==> config.mk <==
export PLATFORM = sky130hd
export DESIGN_NAME = display_arbiter
export DESIGN_NICKNAME = d
export VERILOG_FILES = /design/src/rtl/display_arbiter.sv
export SDC_FILE = /design/constraint.sdc
export NUM_CORES = 1
export LEC_CHECK = 0
export BUFFER_PORTS_ARGS = -buffer_cell sky130_fd_sc_hd__buf_2
export CAP_MARGIN = 20
export CORE_UTILIZATION = 49
export CTS_CLUSTER_SIZE = 25
export DETAILED_ROUTE_END_ITERATION = 12
export PLACE_DENSITY = 0.76
export SYNTH_ARGS = -nofsm -noshare
export SYNTH_HDL_FRONTEND = slang
export SYNTH_SLANG_ARGS = --single-unit
export TNS_END_PERCENT = 20
==> constraint.sdc <==
create_clock -name clk -period 3.1 [get_ports clk]
set_input_delay 0.465 -clock clk [delete_from_list [all_inputs] [get_ports clk]]
set_output_delay 0.465 -clock clk [all_outputs]
set_load 0.01 [all_outputs]
==> src/rtl/display_arbiter.sv <==
// display_arbiter
//   Time-shares a four-digit seven-segment display between three requesters.
//   Requests are served round-robin. Each grant holds the display for at least
//   2^HOLDBITS clocks. Optional leading-zero blanking is applied to the digits.
//
// Ports
//   clk              system clock, rising edge
//   reset            synchronous, active-high reset
//   req[2:0]         request levels, bit i = requester i
//   val0/val1/val2   16-bit value offered by each requester
//   lzb              leading-zero blank enable
//   A, B, C, D       digit nibbles, A = value[15:12] ... D = value[3:0]
//   blank[3:0]       per-digit dark flags, bit3 = A ... bit0 = D
//   grant[2:0]       one-hot current owner, 000 when idle
//   busy             high while a grant is being shown
module display_arbiter #(
  parameter int HOLDBITS = 26
) (
  input  logic        clk,
  input  logic        reset,
  input  logic [2:0]  req,
  input  logic [15:0] val0,
  input  logic [15:0] val1,
  input  logic [15:0] val2,
  input  logic        lzb,
  output logic [3:0]  A,
  output logic [3:0]  B,
  output logic [3:0]  C,
  output logic [3:0]  D,
  output logic [3:0]  blank,
  output logic [2:0]  grant,
  output logic        busy
);

  localparam logic [0:0] IDLE = 1'b0;
  localparam logic [0:0] SHOW = 1'b1;

  localparam logic [HOLDBITS-1:0] CNT_ONE = {{(HOLDBITS-1){1'b0}}, 1'b1};

  logic [0:0]          state_reg, state_next;
  logic [HOLDBITS-1:0] cnt_reg, cnt_next;
  logic [1:0]          last_reg, last_next;
  logic [15:0]         latched_reg, latched_next;

  // While showing, last_reg always names the current owner, so a single
  // round-robin search rooted at last_reg serves both the idle contest and
  // the expiry contest (where the owner itself is the final candidate).
  logic [1:0]  cand1, cand2, win;
  logic [15:0] win_val, own_val;

  always_comb begin
    cand1 = (last_reg == 2'd2) ? 2'd0 : last_reg + 2'd1;
    cand2 = (cand1 == 2'd2) ? 2'd0 : cand1 + 2'd1;
    if (req[cand1])
      win = cand1;
    else if (req[cand2])
      win = cand2;
    else
      win = last_reg;
  end

  always_comb begin
    case (win)
      2'd1:    win_val = val1;
      2'd2:    win_val = val2;
      default: win_val = val0;
    endcase
    case (last_reg)
      2'd1:    own_val = val1;
      2'd2:    own_val = val2;
      default: own_val = val0;
    endcase
  end

  always_comb begin
    state_next   = state_reg;
    cnt_next     = cnt_reg;
    last_next    = last_reg;
    latched_next = latched_reg;
    case (state_reg)
      IDLE: begin
        if (|req) begin
          state_next   = SHOW;
          last_next    = win;
          cnt_next     = '0;
          latched_next = win_val;
        end
      end
      SHOW: begin
        cnt_next = cnt_reg + CNT_ONE;
        if (&cnt_reg) begin
          // Hold window expires this cycle: hand over without a gap, or idle.
          if (|req) begin
            last_next    = win;
            cnt_next     = '0;
            latched_next = win_val;
          end else begin
            state_next   = IDLE;
            latched_next = '0;
          end
        end else if (req[last_reg]) begin
          latched_next = own_val;
        end
      end
      default: state_next = IDLE;
    endcase
  end

  // Output values are derived from next-state so every output is a register
  // and reflects inputs sampled on the same edge (including lzb).
  logic        show_next;
  logic [15:0] disp_next;
  logic [3:1]  nib_zero;
  logic [3:1]  lead_zero;
  logic [3:0]  blank_next;
  logic [2:0]  grant_next;

  assign show_next = (state_next == SHOW);
  assign disp_next = show_next ? latched_next : 16'h0000;

  genvar gi;
  generate
    for (gi = 1; gi <= 3; gi++) begin : g_zero
      assign nib_zero[gi] = (disp_next[4*gi +: 4] == 4'h0);
    end
    // A digit is a leading zero when it and everything to its left are zero.
    assign lead_zero[3] = nib_zero[3];
    for (gi = 1; gi <= 2; gi++) begin : g_lead
      assign lead_zero[gi] = nib_zero[gi] & lead_zero[gi+1];
    end
  endgenerate

  always_comb begin
    if (!show_next)
      blank_next = 4'b1111;
    else if (lzb)
      blank_next = {lead_zero, 1'b0};
    else
      blank_next = 4'b0000;
  end

  assign grant_next = show_next ? (3'b001 << last_next) : 3'b000;

  always_ff @(posedge clk) begin
    if (reset) begin
      state_reg   <= IDLE;
      cnt_reg     <= '0;
      last_reg    <= 2'd2;
      latched_reg <= 16'h0000;
      A           <= 4'h0;
      B           <= 4'h0;
      C           <= 4'h0;
      D           <= 4'h0;
      blank       <= 4'b1111;
      grant       <= 3'b000;
      busy        <= 1'b0;
    end else begin
      state_reg   <= state_next;
      cnt_reg     <= cnt_next;
      last_reg    <= last_next;
      latched_reg <= latched_next;
      A           <= disp_next[15:12];
      B           <= disp_next[11:8];
      C           <= disp_next[7:4];
      D           <= disp_next[3:0];
      blank       <= blank_next;
      grant       <= grant_next;
      busy        <= show_next;
    end
  end

endmodule

# == Yosys cells after proc, flatten, opt, wreduce, memory -nomap -nowiden ==
# Index checks and enable logic that the tools add are counted.
# classes
addsub,3
order_cmp,3
eq_ne,6
shifts,1
bitwise,4
n_mux,29
reduce_logical,6
# op_table
operator,count
16-bit case mux with 2 select lines,3
16-bit 2-to-1 mux,5
26-bit 2-to-1 mux,3
26-bit case mux with 2 select lines,1
26-bit by 1-bit adder with 26-bit output (second input constant),1
26-bit AND reduction,1
4-bit logical NOT,3
2-bit 2-to-1 mux,6
2-bit by 3-bit < comparator with 1-bit output (second input constant),3
1-bit binary-select mux with 2-bit select,3
2-bit equality test (second input constant),3
1-bit 2-to-1 mux,5
2-bit by 1-bit adder with 2-bit output (second input constant),2
2-bit by 1-bit equality test with 1-bit output (second input constant),2
4-bit 2-to-1 mux,1
2-bit case mux with 2 select lines,1
3-bit OR reduction,1
1-bit by 2-bit left shift with 3-bit output (first input constant),1
1-bit AND,2
2-bit inequality test (second input constant),1
1-bit inverter,2
1-bit case mux with 2 select lines,1
2-bit OR reduction,1
# totals
register_bits,68
out_inout_bits,24

# == Depth between registers and ports, before layout ==
# depth
word_depth,18
ltp_mapped,16
mapped_depth_nobuf,15

# == Least setup slack after synthesis ==
# OpenSTA, ideal clock, no wires.
# synth_timing
path_kind,reg-to-reg
start,register last_reg[1]
end,register blank[1]
t_required_ps,3013
n_path_buf,4
stages_incl_launch_ff,16
slack_ps,-294
period_less_slack_ps,3394
t_arrival_ps,3306
cell_sequence,dfxtp_1 inv_1 ha_1 clkbuf_1 buf_1 a21oi_1 o41ai_1 inv_1 ha_1 clkbuf_1 clkbuf_1 a22oi_1 o21ai_0 a221oi_1 nand4_1 o31ai_1
# synth_via
elab_chain_cells,18
word_cells_on_any_way,31
# synth_lines
element,line_no,rtl
"start, declared",42,"logic [1:0] last_reg, last_next;"
"start signal, assigned",160,last_reg <= last_next;
2-bit by 1-bit adder with 2-bit output / 2-bit equality test (equally long branches),"52, 68",
2-bit 2-to-1 mux,52,cand1 = (last_reg == 2'd2) ? 2'd0 : last_reg + 2'd1;
2-bit by 1-bit adder with 2-bit output / 2-bit equality test (equally long branches),53,cand2 = (cand1 == 2'd2) ? 2'd0 : cand1 + 2'd1;
2-bit 2-to-1 mux,53,
1-bit binary-select mux with 2-bit select,56,else if (req[cand2])
1-bit 2-to-1 mux (not written as such),56,
2-bit 2-to-1 mux,56,
2-bit 2-to-1 mux,54,if (req[cand1])
(+2 left out),n/a,
16-bit 2-to-1 mux,93,if (|req) begin
16-bit 2-to-1 mux,91,if (&cnt_reg) begin
16-bit case mux with 2 select lines (*),80,case (state_reg)
16-bit 2-to-1 mux (*),119,assign disp_next = show_next ? latched_next : 16'h0000;
4-bit logical NOT,124,assign nib_zero[gi] = (disp_next[4*gi +: 4] == 4'h0);
1-bit AND,129,assign lead_zero[gi] = nib_zero[gi] & lead_zero[gi+1];
1-bit AND (*),129,
4-bit 2-to-1 mux (*),136,else if (lzb)
"end signal, assigned",166,blank <= blank_next;
"end, declared",30,"output logic [3:0] blank,"
# Mark *: on every way between the ends. The rest lies on a longest branch, timed or not. The select of a mux whose other input is x is not followed.
# A chain may end at the register's enable or synchronous reset.

# == Final worst setup path ==
# Ends and elaborated chain as after synthesis.

==> metrics list <==
- Compared with the post-synthesis result, the final layout area differs by 28.2%.
- For this design the top-level I/O count stands at 78.
* Clock transition at the registers of the reported paths: 0.08 ns
- Along the worst hold path, the cell count comes to 2.
- The commonest cells after synthesis are sky130_fd_sc_hd__dfxtp_1, sky130_fd_sc_hd__nand2_1, sky130_fd_sc_hd__nor2_1.
- Initial drt markers: 255
- Setup slack on the worst flop-to-flop path: 0.09 ns
- By area the synthesized netlist is led by sky130_fd_sc_hd__dfxtp_1, sky130_fd_sc_hd__a22oi_1, sky130_fd_sc_hd__nand2_1.
- At the end of routability-driven placement, the weighted congestion stood at 0.880.
- The floorplan step set the die height to 87.8 µm.
* CTS H-tree lvls: 3
- Largest fanout of any net on the critical path: 20
- Fraction of power consumed by sequential logic: 39.1%
* Post-synth EDFFs: 0
- Mapped Cells: 464
* Run status: finished clean
- The pre-antenna-repair detailed-routing pass consisted of 5 iterations.
- For the pin with the worst max-slew slack, the measured transition is 0.717 ns.
- The final hold violation count was 0.
* Final worst hold slack: 0.444 ns
- Hold path startpoint: reset
- Antenna-violating nets left: 0
* Global-route wire length before repair: 16200 µm
* Largest register FFs: 26
- Data arrival time of the critical path: 3.27 ns
- Power Dens Cells: 541 nW/µm²
- Dividing the synthesized area by the synthesized cell count gives 7.78 µm².
* Share of final-layout standard cells stronger than drive strength 1: 28.4%
- The floorplan step defined a die boundary enclosing 7720 µm².
- Minimum setup slack after placement: -0.0159 ns
* Setup TNS Final: 0 ns
- Detail-routed via count per cell: 5.99
- Die span in x: 87.8 µm
- Ant. Diodes: 0
* Post-layout worst setup margin: 0.0944 ns
* Destination of the worst register-to-register timing path: blank[1]$_SDFF_PP1_
* Estimated wirelength of the detail-placed design: 7080 µm
- Internal Pwr Total: 1.67 mW
* Master cell of the clock root buffer: sky130_fd_sc_hd__clkbuf_8
- Min-delay worst type: in -> reg
- The number of different library cells used by synthesis comes to 48.
- Pins Over Slew Limit: 0
- CP Launch Point: last_reg[1]$_SDFF_PP1_
- Endpoint kind of the worst setup timing path: flip-flop
* Post-synthesis sequential area ratio: 37.7%
- After detailed routing, the average wire length per cell comes to 16.0 µm.
- Synthesis produced a netlist with a net count of 524.
- Count of maximum capacitance violations: 0
* Source-to-sink clock delay at the later pin of the worst-skew pair: 0.35 ns
* Register bit total from synthesis: 68
- Number of clock sinks: 68
- Most repeated cell in the gate-level netlist after synthesis: sky130_fd_sc_hd__dfxtp_1
- Max Buffers Root-to-Sink: 2
- Aggregate global routing overflow: 0
* Worst Path Required: 3.37 ns
- Summed over all nets, the switching power comes to 836 µW.
- Summing every instance area after synthesis gives 3610 µm².
- Combinational fraction of design power: 31.3%
- Entering global routing, the biggest net connects 40 pins.
* Number of buffers created by CTS: 9
- Clock tree skew after final layout: 0.0115 ns
- Library cell occupying the most area in the post-synthesis netlist: sky130_fd_sc_hd__dfxtp_1
* Share of the synthesized area in the top cell type: 37.7%
* Nets@finish: 611
* Initial antenna violation count: 0
- Peak supply drop: 411 µV
- TritonCTS built the clock tree.
* Nature of the critical path startpoint: flip-flop
- Crit path kind: reg -> reg
- DRC viols: 0
- During synthesis, Yosys emitted a total of 0 warnings.
* Initial Util: 52.0%
- Launch point of the worst reg-to-reg path: last_reg[1]$_SDFF_PP1_
- For this design the static power due to leakage is 1.84 nW.
- After layout, the worst path uses 97.0% of the clock period.
* Number of global-route vias before repair: 3510
- Min Tclk post-route: 3.01 ns
- Detailed routing inserted a total of 3904 vias.
* GR Util All Layers: 27.1%
- Counting flops with an async set or reset pin after synthesis yields a share of 0%.
* Net switching fraction of the power: 33.4%
- In this run the tightest slew margin relative to its limit is 51.7%.
- Endpoints failing setup: 0
* Portion of total power attributed to the clock network: 29.5%
* Final WL: 10400 µm
- Buffers added on ports: 77
- The floorplan step defined a core boundary enclosing 6940 µm².
* Placement row count: 30
- The worst hold path terminates at state_reg$_SDFF_PP0_.
- Maximum operating frequency: 0.333 GHz
- Main flop type after synthesis: sky130_fd_sc_hd__dfxtp_1
* Path depth of the worst reg2reg path: 14
## per-stage QoR
step	total power [mW]	utilization, %	area (µm²)	cells
floorplan	1.41	-	3620	464
global placement	1.68	61.2	4250	635
detailed placement	1.69	61.2	4250	635
CTS	2.44	64.2	4460	651
global route	2.64	66.6	4630	652
finish	2.50	66.6	4630	652
## how the worst max path moves through the flow
stage	to	slack [ns]	cells after the start
2_1_floorplan	blank[1]$_SDFF_PP1_	0.009	15
3_3_place_gp	blank[1]$_SDFF_PP1_	0.10	15
3_5_place_dp	blank[1]$_SDFF_PP1_	-0.02	14
4_1_cts	blank[1]$_SDFF_PP1_	0.003	13
5_1_grt	blank[1]$_SDFF_PP1_	-0.03	12
6_report	blank[1]$_SDFF_PP1_	0.09	14
## layout by cell type (no fill, tap or decap), types with 10 or more instances in the layout
master and instances:
sky130_fd_sc_hd__a311oi_1 11, sky130_fd_sc_hd__nor2_1 52, sky130_fd_sc_hd__o21ai_0 33, sky130_fd_sc_hd__a22oi_1 33, sky130_fd_sc_hd__buf_4 30, sky130_fd_sc_hd__o211ai_1 10, sky130_fd_sc_hd__nand2_1 60, sky130_fd_sc_hd__nand4_1 10
sky130_fd_sc_hd__buf_2 77, sky130_fd_sc_hd__a221oi_2 10, sky130_fd_sc_hd__a21oi_1 40, sky130_fd_sc_hd__dfxtp_1 67
## worst max-delay path, stage by stage (launching register included)
cell,delay [ns]
sky130_fd_sc_hd__dfxtp_2,0.36
sky130_fd_sc_hd__inv_4,0.06
sky130_fd_sc_hd__ha_4,0.17
sky130_fd_sc_hd__buf_12,0.15
sky130_fd_sc_hd__and3b_2,0.23
sky130_fd_sc_hd__o41ai_4,0.45
sky130_fd_sc_hd__inv_1,0.14
sky130_fd_sc_hd__ha_4,0.21
sky130_fd_sc_hd__a22oi_2,0.16
sky130_fd_sc_hd__nor2_1,0.09
sky130_fd_sc_hd__a21oi_2,0.13
sky130_fd_sc_hd__nor3_2,0.06
sky130_fd_sc_hd__a211oi_2,0.28
sky130_fd_sc_hd__nand4_1,0.18
sky130_fd_sc_hd__o31ai_1,0.25
## per-layer routing
metal,wire length (µm),share of wire [%],track usage (%),vias up
met3,731,7.0,6.41,18
met1,4400,42,33.9,1808
met4,177,1.7,10.6,0
met5,0,0,0,-
met2,5130,49,45.3,172
li1,-,-,-,1906
## cells by family (layout without fill, tap and decap cells)
group | after synthesis | after routing | share of synthesized area (%)
buf+inv | 42 | 134 | 4.71
mux | 4 | 4 | 1.11
simple gates | 174 | 174 | 22.9
compound gates | 170 | 170 | 31.5
flops | 68 | 68 | 37.7
fa+ha+maj | 6 | 6 | 2.08
## power by group through the flow
stage	sequential [mW]	combinational, mW	clock (mW)
3_5_place_dp	0.993	0.698	0
5_1_grt	0.986	0.856	0.794
2_1_floorplan	1.01	0.400	0
3_3_place_gp	0.992	0.686	0
4_1_cts	0.974	0.707	0.756
6_report	0.980	0.784	0.739
## area by class of cell
class                   instances  area [µm²]
fillers                       581        2320
multi-input cells             354        2240
flip-flops and latches         68        1360
repair buffers                110         671
clock buffers                   9         124
well taps                      96         120
clock inverters                 7        76.3
inverters                       8        32.5
## what timing repair did
item,CTS,global route
endpoints found under the setup margin,1,22
hold buffers,0,0
setup buffers,0,1
resized for setup,2,33
pin swaps,0,6
No activity file was read; power rests on OpenSTA's default activity.
